$ cat src/rtl/aes_sched_pkg.sv
// Shared types for the AES request scheduler.
//   aes_wire  : function/key-length enums, request and response structs, klen helper
//   aes_const : scheduler FSM state encoding
// Tags are carried at TagMaxW bits inside the structs so one package serves every
// TAGW instance; the scheduler zero-extends on entry and truncates on exit (TAGW <= TagMaxW).

package aes_wire;

  localparam int unsigned TagMaxW = 16;

  typedef enum logic [1:0] {
    FuncRsvd   = 2'd0,
    FuncKeyExp = 2'd1,
    FuncEnc    = 2'd2,
    FuncDec    = 2'd3
  } func_e;

  typedef enum logic [1:0] {
    Klen128  = 2'd0,
    Klen192  = 2'd1,
    Klen256  = 2'd2,
    KlenRsvd = 2'd3
  } klen_e;

  typedef struct packed {
    func_e              func;
    klen_e              klen;
    logic [255:0]       key;
    logic [127:0]       data;
    logic [TagMaxW-1:0] tag;
  } req_t;

  typedef struct packed {
    logic [127:0]       data;
    logic [TagMaxW-1:0] tag;
    logic               err;
  } rsp_t;

  // Reserved key length falls back to the longest key when it is not rejected.
  function automatic klen_e klen_issue(klen_e k);
    klen_e r;
    r = k;
    if (k == KlenRsvd) r = Klen256;
    return r;
  endfunction

endpackage

package aes_const;

  typedef enum logic [1:0] {
    StIdle  = 2'd0,
    StIssue = 2'd1,
    StWait  = 2'd2,
    StResp  = 2'd3
  } state_e;

endpackage

$ cat src/rtl/aes_sched_if.sv
// Bus bundle for aes_sched: request channel (valid/ready), round-core start/done
// channel and response channel (valid/ready).
//   slave  : scheduler view (consumes requests, drives the core, produces responses)
//   master : environment view (client plus round core)
// Parameter TAGW must match the scheduler instance.

interface aes_sched_if #(
  parameter int unsigned TAGW = 4
) ();

  logic            req_valid;
  logic            req_ready;
  logic [1:0]      req_func;
  logic [1:0]      req_klen;
  logic [255:0]    req_key;
  logic [127:0]    req_data;
  logic [TAGW-1:0] req_tag;

  logic            core_start;
  logic [1:0]      core_func;
  logic [1:0]      core_klen;
  logic [255:0]    core_key;
  logic [127:0]    core_data;
  logic            core_done;
  logic [127:0]    core_result;

  logic            rsp_valid;
  logic            rsp_ready;
  logic [127:0]    rsp_data;
  logic [TAGW-1:0] rsp_tag;
  logic            rsp_err;

  modport slave (
    input  req_valid, req_func, req_klen, req_key, req_data, req_tag,
    input  core_done, core_result, rsp_ready,
    output req_ready, core_start, core_func, core_klen, core_key, core_data,
    output rsp_valid, rsp_data, rsp_tag, rsp_err
  );

  modport master (
    output req_valid, req_func, req_klen, req_key, req_data, req_tag,
    output core_done, core_result, rsp_ready,
    input  req_ready, core_start, core_func, core_klen, core_key, core_data,
    input  rsp_valid, rsp_data, rsp_tag, rsp_err
  );

endinterface

$ cat src/rtl/aes_sched_fifo.sv
// Synchronous FIFO of an arbitrary entry type (request struct by default use).
// Pointers are log2(DEPTH)+1 bits wide and wrap modulo 2*DEPTH, so full and empty
// are told apart by the extra MSB; count = wptr - rptr.
// Ports:
//   clk, rst          clock, synchronous active-high reset (empties the FIFO)
//   push_i, wdata_i   write request and data; ignored when full
//   pop_i, rdata_o    read request and head entry; pop ignored when empty
//   full_o, empty_o   occupancy flags
//   count_o           number of stored entries

module aes_sched_fifo #(
  parameter int unsigned DEPTH   = 4,
  parameter type         entry_t = logic
) (
  input  logic                     clk,
  input  logic                     rst,
  input  logic                     push_i,
  input  entry_t                   wdata_i,
  input  logic                     pop_i,
  output entry_t                   rdata_o,
  output logic                     full_o,
  output logic                     empty_o,
  output logic [$clog2(DEPTH):0]   count_o
);

  localparam int unsigned AW = $clog2(DEPTH);
  localparam logic [AW:0] FullCount = DEPTH[AW:0];

  logic [AW:0] wptr_q, wptr_d;
  logic [AW:0] rptr_q, rptr_d;
  entry_t      mem_q [DEPTH];
  logic        do_push, do_pop;

  assign count_o = wptr_q - rptr_q;
  assign full_o  = (count_o == FullCount);
  assign empty_o = (count_o == '0);
  assign do_push = push_i & ~full_o;
  assign do_pop  = pop_i & ~empty_o;
  assign rdata_o = mem_q[rptr_q[AW-1:0]];

  always_comb begin
    wptr_d = wptr_q;
    rptr_d = rptr_q;
    if (do_push) wptr_d = wptr_q + {{AW{1'b0}}, 1'b1};
    if (do_pop)  rptr_d = rptr_q + {{AW{1'b0}}, 1'b1};
  end

  always_ff @(posedge clk) begin
    if (rst) begin
      wptr_q <= '0;
      rptr_q <= '0;
    end else begin
      wptr_q <= wptr_d;
      rptr_q <= rptr_d;
    end
  end

  // Storage needs no reset: an entry is only read after it has been written.
  always_ff @(posedge clk) begin
    if (do_push) mem_q[wptr_q[AW-1:0]] <= wdata_i;
  end

endmodule

$ cat src/rtl/aes_sched.sv
// AES request scheduler. Queues key-expand / encrypt / decrypt requests, issues them
// one at a time to the shared round core and returns tagged responses in FIFO order.
// Ports:
//   clk, rst    clock, synchronous active-high reset (drops queued and in-flight work)
//   bus         aes_sched_if.slave: req_* in, core_* out/in, rsp_* out
//   key_valid   an expanded key is loaded in the round core
//   busy        FSM not idle or requests still queued
// Parameters: DEPTH (FIFO entries, power of two >= 2), TAGW (tag width, <= TagMaxW).
// Build option AES_SCHED_ERR_EN: when defined, reserved function, reserved key length on
// key expand, and encrypt/decrypt without a loaded key are answered with rsp_err=1 and
// never reach the core. When undefined, reserved function is dropped silently, reserved
// key length is issued as 256, and rsp_err is tied low.

module aes_sched
  import aes_wire::*;
  import aes_const::*;
#(
  parameter int unsigned DEPTH = 4,
  parameter int unsigned TAGW  = 4
) (
  input  logic        clk,
  input  logic        rst,
  aes_sched_if.slave  bus,
  output logic        key_valid,
  output logic        busy
);

  state_e state_q, state_d;
  req_t   iss_q, iss_d;
  rsp_t   rsp_q, rsp_d;
  logic   kv_q, kv_d;
  klen_e  klen_st_q, klen_st_d;

  req_t                 fifo_wdata, fifo_rdata;
  logic                 fifo_push, fifo_pop, fifo_full, fifo_empty;
  logic [$clog2(DEPTH):0] fifo_count;
  logic                 core_start;
  logic                 reject;

  // Request capture into the queue
  always_comb begin
    fifo_wdata                = '0;
    fifo_wdata.func           = func_e'(bus.req_func);
    fifo_wdata.klen           = klen_e'(bus.req_klen);
    fifo_wdata.key            = bus.req_key;
    fifo_wdata.data           = bus.req_data;
    fifo_wdata.tag[TAGW-1:0]  = bus.req_tag;
  end

  // Ready depends only on occupancy, never on a same-cycle pop.
  assign fifo_push     = bus.req_valid & ~fifo_full;
  assign bus.req_ready = ~fifo_full;

  aes_sched_fifo #(
    .DEPTH   (DEPTH),
    .entry_t (req_t)
  ) u_fifo (
    .clk     (clk),
    .rst     (rst),
    .push_i  (fifo_push),
    .wdata_i (fifo_wdata),
    .pop_i   (fifo_pop),
    .rdata_o (fifo_rdata),
    .full_o  (fifo_full),
    .empty_o (fifo_empty),
    .count_o (fifo_count)
  );

  always_comb begin
    state_d    = state_q;
    iss_d      = iss_q;
    rsp_d      = rsp_q;
    kv_d       = kv_q;
    klen_st_d  = klen_st_q;
    fifo_pop   = 1'b0;
    core_start = 1'b0;
    reject     = 1'b0;

    unique case (state_q)
      StIdle: begin
        if (!fifo_empty) begin
          fifo_pop = 1'b1;
`ifdef AES_SCHED_ERR_EN
          reject = (fifo_rdata.func == FuncRsvd) ||
                   ((fifo_rdata.func == FuncKeyExp) && (fifo_rdata.klen == KlenRsvd)) ||
                   (((fifo_rdata.func == FuncEnc) || (fifo_rdata.func == FuncDec)) && !kv_q);
`endif
          if (reject) begin
            // Core untouched, so its key state (and key_valid) is left as is.
            rsp_d     = '0;
            rsp_d.err = 1'b1;
            rsp_d.tag = fifo_rdata.tag;
            state_d   = StResp;
          end else if (fifo_rdata.func == FuncRsvd) begin
            // Dropped without a response.
            state_d = StIdle;
          end else begin
            iss_d = fifo_rdata;
            if (fifo_rdata.func == FuncKeyExp) begin
              iss_d.klen = klen_issue(fifo_rdata.klen);
              kv_d       = 1'b0;
            end else begin
              iss_d.klen = klen_st_q;
            end
            state_d = StIssue;
          end
        end
      end

      StIssue: begin
        core_start = 1'b1;
        state_d    = StWait;
      end

      StWait: begin
        if (bus.core_done) begin
          rsp_d     = '0;
          rsp_d.tag = iss_q.tag;
          if (iss_q.func == FuncKeyExp) begin
            kv_d      = 1'b1;
            klen_st_d = iss_q.klen;
          end else begin
            rsp_d.data = bus.core_result;
          end
          state_d = StResp;
        end
      end

      StResp: begin
        if (bus.rsp_ready) state_d = StIdle;
      end

      default: state_d = StIdle;
    endcase
  end

  always_ff @(posedge clk) begin
    if (rst) begin
      state_q   <= StIdle;
      iss_q     <= '0;
      rsp_q     <= '0;
      kv_q      <= 1'b0;
      klen_st_q <= Klen128;
    end else begin
      state_q   <= state_d;
      iss_q     <= iss_d;
      rsp_q     <= rsp_d;
      kv_q      <= kv_d;
      klen_st_q <= klen_st_d;
    end
  end

  // Core side holds the issue register, stable from ISSUE through WAIT.
  assign bus.core_start = core_start;
  assign bus.core_func  = iss_q.func;
  assign bus.core_klen  = iss_q.klen;
  assign bus.core_key   = iss_q.key;
  assign bus.core_data  = iss_q.data;

  assign bus.rsp_valid = (state_q == StResp);
  assign bus.rsp_data  = rsp_q.data;
  assign bus.rsp_tag   = rsp_q.tag[TAGW-1:0];
`ifdef AES_SCHED_ERR_EN
  assign bus.rsp_err   = rsp_q.err;
`else
  assign bus.rsp_err   = 1'b0;
`endif

  assign key_valid = kv_q;
  assign busy      = (state_q != StIdle) | ~fifo_empty;

  // Upper tag bits and the occupancy count are intentionally not consumed.
  logic unused_bits;
  assign unused_bits = ^{rsp_q.tag, rsp_q.err, fifo_count};

endmodule

$ cat src/flat_wrapper.sv
// flat-port wrapper written by rule: the top's interface ports become plain ports
module aes_sched_flat import aes_wire::*; import aes_const::*;
#(
  parameter int unsigned DEPTH = 4,
  parameter int unsigned TAGW  = 4
)
  (clk, rst, key_valid, busy, bus_req_valid, bus_req_func, bus_req_klen, bus_req_key, bus_req_data, bus_req_tag, bus_core_done, bus_core_result, bus_rsp_ready, bus_req_ready, bus_core_start, bus_core_func, bus_core_klen, bus_core_key, bus_core_data, bus_rsp_valid, bus_rsp_data, bus_rsp_tag, bus_rsp_err);
  aes_sched_if #(.TAGW(TAGW)) bus_i ();
  input  logic clk;
  input  logic rst;
  output logic key_valid;
  output logic busy;
  input wire logic [$bits(bus_i.req_valid)-1:0] bus_req_valid;
  input wire logic [$bits(bus_i.req_func)-1:0] bus_req_func;
  input wire logic [$bits(bus_i.req_klen)-1:0] bus_req_klen;
  input wire logic [$bits(bus_i.req_key)-1:0] bus_req_key;
  input wire logic [$bits(bus_i.req_data)-1:0] bus_req_data;
  input wire logic [$bits(bus_i.req_tag)-1:0] bus_req_tag;
  input wire logic [$bits(bus_i.core_done)-1:0] bus_core_done;
  input wire logic [$bits(bus_i.core_result)-1:0] bus_core_result;
  input wire logic [$bits(bus_i.rsp_ready)-1:0] bus_rsp_ready;
  output wire logic [$bits(bus_i.req_ready)-1:0] bus_req_ready;
  output wire logic [$bits(bus_i.core_start)-1:0] bus_core_start;
  output wire logic [$bits(bus_i.core_func)-1:0] bus_core_func;
  output wire logic [$bits(bus_i.core_klen)-1:0] bus_core_klen;
  output wire logic [$bits(bus_i.core_key)-1:0] bus_core_key;
  output wire logic [$bits(bus_i.core_data)-1:0] bus_core_data;
  output wire logic [$bits(bus_i.rsp_valid)-1:0] bus_rsp_valid;
  output wire logic [$bits(bus_i.rsp_data)-1:0] bus_rsp_data;
  output wire logic [$bits(bus_i.rsp_tag)-1:0] bus_rsp_tag;
  output wire logic [$bits(bus_i.rsp_err)-1:0] bus_rsp_err;
  assign bus_i.req_valid = bus_req_valid;
  assign bus_i.req_func = bus_req_func;
  assign bus_i.req_klen = bus_req_klen;
  assign bus_i.req_key = bus_req_key;
  assign bus_i.req_data = bus_req_data;
  assign bus_i.req_tag = bus_req_tag;
  assign bus_i.core_done = bus_core_done;
  assign bus_i.core_result = bus_core_result;
  assign bus_i.rsp_ready = bus_rsp_ready;
  assign bus_req_ready = bus_i.req_ready;
  assign bus_core_start = bus_i.core_start;
  assign bus_core_func = bus_i.core_func;
  assign bus_core_klen = bus_i.core_klen;
  assign bus_core_key = bus_i.core_key;
  assign bus_core_data = bus_i.core_data;
  assign bus_rsp_valid = bus_i.rsp_valid;
  assign bus_rsp_data = bus_i.rsp_data;
  assign bus_rsp_tag = bus_i.rsp_tag;
  assign bus_rsp_err = bus_i.rsp_err;
  aes_sched #(.DEPTH(DEPTH), .TAGW(TAGW)) u_core (.clk(clk), .rst(rst), .bus(bus_i), .key_valid(key_valid), .busy(busy));
endmodule
$ cat config.mk
export PLATFORM = sky130hd
export DESIGN_NAME = aes_sched_flat
export DESIGN_NICKNAME = d
export VERILOG_FILES = /design/src/rtl/aes_sched_pkg.sv /design/src/rtl/aes_sched_if.sv /design/src/rtl/aes_sched_fifo.sv /design/src/rtl/aes_sched.sv /design/src/flat_wrapper.sv
export SDC_FILE = /design/constraint.sdc
export NUM_CORES = 2
export LEC_CHECK = 0
export CAP_MARGIN = 20
export CORE_AREA = 2 2 429 431
export DETAILED_ROUTE_END_ITERATION = 8
export DIE_AREA = 0 0 431 433
export GPL_ROUTABILITY_DRIVEN = 0
export MAX_ROUTING_LAYER = met4
export PLACE_DENSITY = 0.67
export SKIP_LAST_GASP = 1
export SLEW_MARGIN = 10
export SYNTH_ARGS = -nofsm -noshare
export SYNTH_HDL_FRONTEND = slang
export SYNTH_HIERARCHICAL = 1
export SYNTH_SLANG_ARGS = --single-unit
$ cat constraint.sdc
create_clock -name clk -period 18.32 [get_ports clk]
set_input_delay 3.664 -clock clk [delete_from_list [all_inputs] [get_ports clk]]
set_output_delay 3.664 -clock clk [all_outputs]
set_load 0.01 [all_outputs]
# ---- After elaboration in Yosys (flattened, before gate mapping)
# Memories as Yosys holds them, arrays and structs flattened. A register that Yosys moved wholly into a read port is not among the register bits.
# Index checks and enable logic that the tools add are counted.
dict set report op_classes {
  muxes 21
  reduce_logical 10
  n_bitwise 7
  add_sub_neg 3
  n_eq_ne 13
}
# cell n
set ops {}
lappend ops {{two-way mux 128 bit} 1}
lappend ops {{two-way mux 2 bit} 7}
lappend ops {{two-way mux 1 bit} 11}
lappend ops {{AND reduction 3 bit} 3}
lappend ops {{!= test 2 bit (second input constant)} 4}
lappend ops {{one-hot mux 2 bit (4 select lines)} 1}
lappend ops {{adder 3 x 1 -> 3 bit (second input constant)} 2}
lappend ops {{equality test 2 x 1 -> 1 bit (second input constant)} 3}
lappend ops {{equality test 2 bit (second input constant)} 3}
lappend ops {{AND reduction 6 bit} 1}
lappend ops {{zero test 2 bit} 2}
lappend ops {{!= test 2 x 1 -> 1 bit (second input constant)} 2}
lappend ops {{nonzero test 2 bit} 2}
lappend ops {{AND 1 bit} 3}
lappend ops {{equality test 3 bit (second input constant)} 1}
lappend ops {{zero test 3 bit} 1}
lappend ops {{NOT 1 bit} 3}
lappend ops {{subtractor 3 bit} 1}
lappend ops {{one-hot mux 1 bit (2 select lines)} 1}
lappend ops {{AND reduction 2 bit} 1}
lappend ops {{bitwise OR 1 bit} 1}
dict set report word_totals {
  ram_bits 1568
  word_cells 67
  out_inout_bits 526
  register_bits 535
  in_bits 525
  mem_count 1
}
# name words word_bits rd rd_ports_with_merged_regs write_ports line_no
set mem_list {}
lappend mem_list {u_core.u_fifo.mem_q 4 392 1 1 1 aes_sched_fifo.sv:31} ;# entry_t mem_q [DEPTH];

# ---- Longest topological paths before layout
dict set report logic_depth {
  depth_word 7
  mapped_depth 12
  depth_no_buf 10
}

# ---- Cells and area by module
# The synthesis kept the hierarchy.
# module instances cells_per_inst seq_area_each_um2 area_per_inst_um2
set modules_own_cells {}
lappend modules_own_cells {aes_sched_fifo 1 2166 48686.7 58606.2}
lappend modules_own_cells {aes_sched 1 2813 10590.2 22884.4}

# ---- Least setup slack after synthesis
# No wires, ideal clock.
dict set report synth_path {
  path_kind {input port to flip-flop}
  from {input port bus_req_valid}
  to {memory u_core/u_fifo/mem_q[0][0] (netlist name), enable pin}
  required_ns 17.499
  stages 3
  arrival_ns 13.274
  slack_ns 4.225
  setup_ns 0.821
  path_buffers 0
  path_cell_list {nor2b_1 > o21a_1 > and2_1}
}
dict set report synth_via {
  elab_chain_len 4
}
# item line_no
set synth_lines {}
lappend synth_lines {{from (decl)} flat_wrapper.sv:13} ;# input wire logic [$bits(bus_i.req_valid)-1:0] bus_req_valid;
lappend synth_lines {{AND 1 bit} aes_sched.sv:51} ;# assign fifo_push = bus.req_valid & ~fifo_full;
lappend synth_lines {{AND 1 bit} aes_sched_fifo.sv:37} ;# assign do_push = push_i & ~full_o;
lappend synth_lines {{two-way mux 1 bit} aes_sched_fifo.sv:60} ;# if (do_push) mem_q[wptr_q[AW-1:0]] <= wdata_i;
lappend synth_lines {{two-way mux 1 bit (not written as such)} aes_sched_fifo.sv:60}
lappend synth_lines {{to (decl)} aes_sched_fifo.sv:31}
# Every way passes these cells.

# ---- Worst setup path in the final report
dict set report layout_path {
  from {register u_core.u_fifo.wptr_q[0]}
  to {output port busy}
}
dict set report layout_via {
  elab_chain_len 4
}
# item line_no
set layout_lines {}
lappend layout_lines {{from (decl)} aes_sched_fifo.sv:29} ;# logic [AW:0] wptr_q, wptr_d;
lappend layout_lines {{from (signal assigned)} aes_sched_fifo.sv:53} ;# wptr_q <= wptr_d;
lappend layout_lines {{subtractor 3 bit} aes_sched_fifo.sv:34} ;# assign count_o = wptr_q - rptr_q;
lappend layout_lines {{via u_core.fifo_count[2]} aes_sched.sv:36} ;# logic [$clog2(DEPTH):0] fifo_count;
lappend layout_lines {{zero test 3 bit} aes_sched_fifo.sv:36} ;# assign empty_o = (count_o == '0);
lappend layout_lines {{via u_core.fifo_empty} aes_sched.sv:35} ;# logic fifo_push, fifo_pop, fifo_full, fifo_empty;
lappend layout_lines {{NOT 1 bit (no line)} -}
lappend layout_lines {{bitwise OR 1 bit} aes_sched.sv:170} ;# assign busy = (state_q != StIdle) | ~fifo_empty;
lappend layout_lines {{to (decl)} flat_wrapper.sv:12} ;# output logic busy;
# The timed path passes the listed nets, and every way through them passes these cells.

==> impl_metrics.tcl <==
set metrics [dict create \
    synth_warnings 6 \
    hold_ws_ns 0.450 \
    cts.sinks 2105 \
    cts_root_buffer "clkbuf_16" \
    drive_above_1_share_pct 14.0 \
    clk_latency_ns 0.86 \
    numCtsBuffers 207 \
    path_clk_slew_ns 0.06 \
    pin_count 1051 \
    syn_inst 4915 \
    worstPathArrival_ns 3.57 \
    clock_skew_ns 0.0536 \
    grt_use_total_pct 22.6 \
    startpoint_type "flip-flop" \
    fmax_ghz 0.138 \
    coreArea_sq_um 182000 \
    drt-initial-drc-count 4035 \
    cts_tree "built" \
    maxCapViolations 0 \
    fin_crit_sh_pct 39.5 \
    max_slew_margin_pct 15.0 \
    reg2reg_depth 8 \
    period_needed_ns 7.24 \
    r2r_slack_ns 12.36 \
    cts_resized 0 \
    initial_utilization_pct 43.8 \
    vias 44862 \
    hold_buffers 0 \
    drv_slew 0 \
    dieArea_sq_um 187000 \
    setup_viol 0 \
    place_hpwl_um 132000 \
    final_antenna_net_count 0 \
    endpoint_kind "output port" \
    rsz0062_at_grt "false" \
    hold_end "u_core/bus.rsp_data[113]" \
    fin_setup_tns_ns 0 \
    r2r-end "u_core/bus.core_data[107]" \
    timing_worst_setup_path_type "flip-flop to output port" \
    netlist_area_sq_um 79800 \
    rows 157 \
    grt_max_degree 185 \
    area_growth_pct 20.7 \
    drt-total-wl_um 210000 \
    portBuffers 1049 \
    layout.nets 6017 \
    gr-total-overflow 0 \
    grt_pass1_vias 44432 \
    synth_nets 5453 \
    clk_path_buf_depth 3 \
    antenna_found_initial 69 \
    crit_fanout 8 \
    hold_start "u_core/bus.rsp_data[113]" \
    post-route-drc-count 0 \
    cellLeakagePower_nw 30.2 \
    final.fill_count 14640 \
    die_h_um 433 \
    die_w_um 431 \
    via_per_inst 5.53 \
    finalPower_w 0.0158 \
    postLayoutCoreUtil_pct 52.9 \
    grt_first_pass_wirelength_um 303000 \
    worstHoldPathCells 2 \
    powerDensity_nw_per_um2 164 \
    vdd_drop_max_mv 0.144 \
    drtPass1Iterations 7 \
    post_cts_buffers 0 \
    syn_area_per_cell_sq_um 16.2 \
    critPathRequiredTime_ns 14.66 \
    htreeDepth 4 \
    hold_viol 0 \
    worst_pin_slew_ns 1.27 \
    worstHoldPathType "flip-flop to flip-flop" \
    wl_per_cell_um 25.9 \
    outcome "completed" \
]
[registers in the layout, indices dropped and copies added (netlist names), named ones only]
name and count:
u_core/bus.core_func 2, u_core/bus.rsp_tag 4, u_core/bus.core_data 128, u_core/bus.core_key 256, u_core/u_fifo/rptr_q 3, u_core/bus.rsp_data 128, u_core/u_fifo/mem_q 1568, u_core/iss_q 4
u_core/state_q 2, u_core/u_fifo/wptr_q 3, u_core/bus.core_klen 2, u_core/klen_st_q 2, u_core/key_valid 1
[placed cells by master (no fill, tap or decap), types with 10 or more instances in the layout]
cell             instances
edfxtp_1              1568
clkdlybuf4s50_1       1048
dfxtp_1                535
nand3_1                518
a21oi_1                518
mux4_2                 392
o21ai_0                308
clkbuf_16              210
nand2_1                146
o21ai_1                 83
diode_2                 65
clkbuf_1                60
buf_4                   50
clkinv_2                37
clkbuf_8                26
clkinv_1                25
bufinv_16               12
ha_1                    12
inv_1                   11
a21oi_2                 10
buf_12                  10
[critical path, cell delays in order, from the launching register on]
cell,delay [ns]
dfxtp_1,0.38
inv_1,0.12
ha_1,0.23
fa_1,0.38
xnor3_2,0.31
inv_1,0.06
nor2_1,0.53
nand2_1,0.14
clkdlybuf4s50_1,0.61
[final cells by class]
| cell class | count | area [sq um] | share of cell area (%) |
|---|---|---|---|
| Clock buffer | 296 | 5840 | 6.06 |
| Clock inverter | 98 | 1050 | 1.09 |
| Antenna cell | 65 | 163 | 0.169 |
| Multi-Input combinational cell | 2045 | 17300 | 17.9 |
| Timing Repair Buffer | 1109 | 11100 | 11.5 |
| Tap cell | 2385 | 2980 | 3.10 |
| Sequential cell | 2105 | 57800 | 60.1 |
| Inverter | 11 | 41.3 | 0.0429 |
[report_power, final]
group	leakage, nW	internal [W]	switching [W]
logic	8.05	0.00192	0.00279
registers	18.7	0.00633	0.000495
clock network	3.36	0.00241	0.00182
total	30.2	0.0107	0.00510
[through the flow]
| stage | instance area, sq um | std cells | worst slack, ns |
|---|---|---|---|
| final | 96300 | 8114 | 11.08 |
| after global routing | 96200 | 8110 | 10.85 |
| after CTS | 96100 | 8049 | 10.97 |
| after detailed placement | 89200 | 7655 | 10.37 |
| after floorplan | 79800 | 4915 | 4.51 |
| after global placement | 89200 | 7655 | 10.39 |
[per-layer routing]
layer  track usage, %  part of all wire (%)  up-vias
li1                 -                     -    19755
met1             27.5                    39    23098
met2             36.6                    51     1665
met3             4.66                   6.6      344
met4             9.96                   3.8        0
met5                -                     0        -
[worst max path at each step]
stage,startpoint,end,slack [ns],cells after the start
floorplan,bus_req_valid,u_core/u_fifo/mem_q[0][0],4.51,3
global placement,bus_req_valid,u_core/u_fifo/mem_q[1][135],10.39,6
detailed placement,bus_req_valid,u_core/u_fifo/mem_q[1][122],10.37,6
CTS,u_core/u_fifo/wptr_q[0],busy,10.97,8
global route,u_core/u_fifo/wptr_q[0],busy,10.85,8
finish,u_core/u_fifo/wptr_q[0],busy,11.08,8
Power figures use the tool's default switching activity.
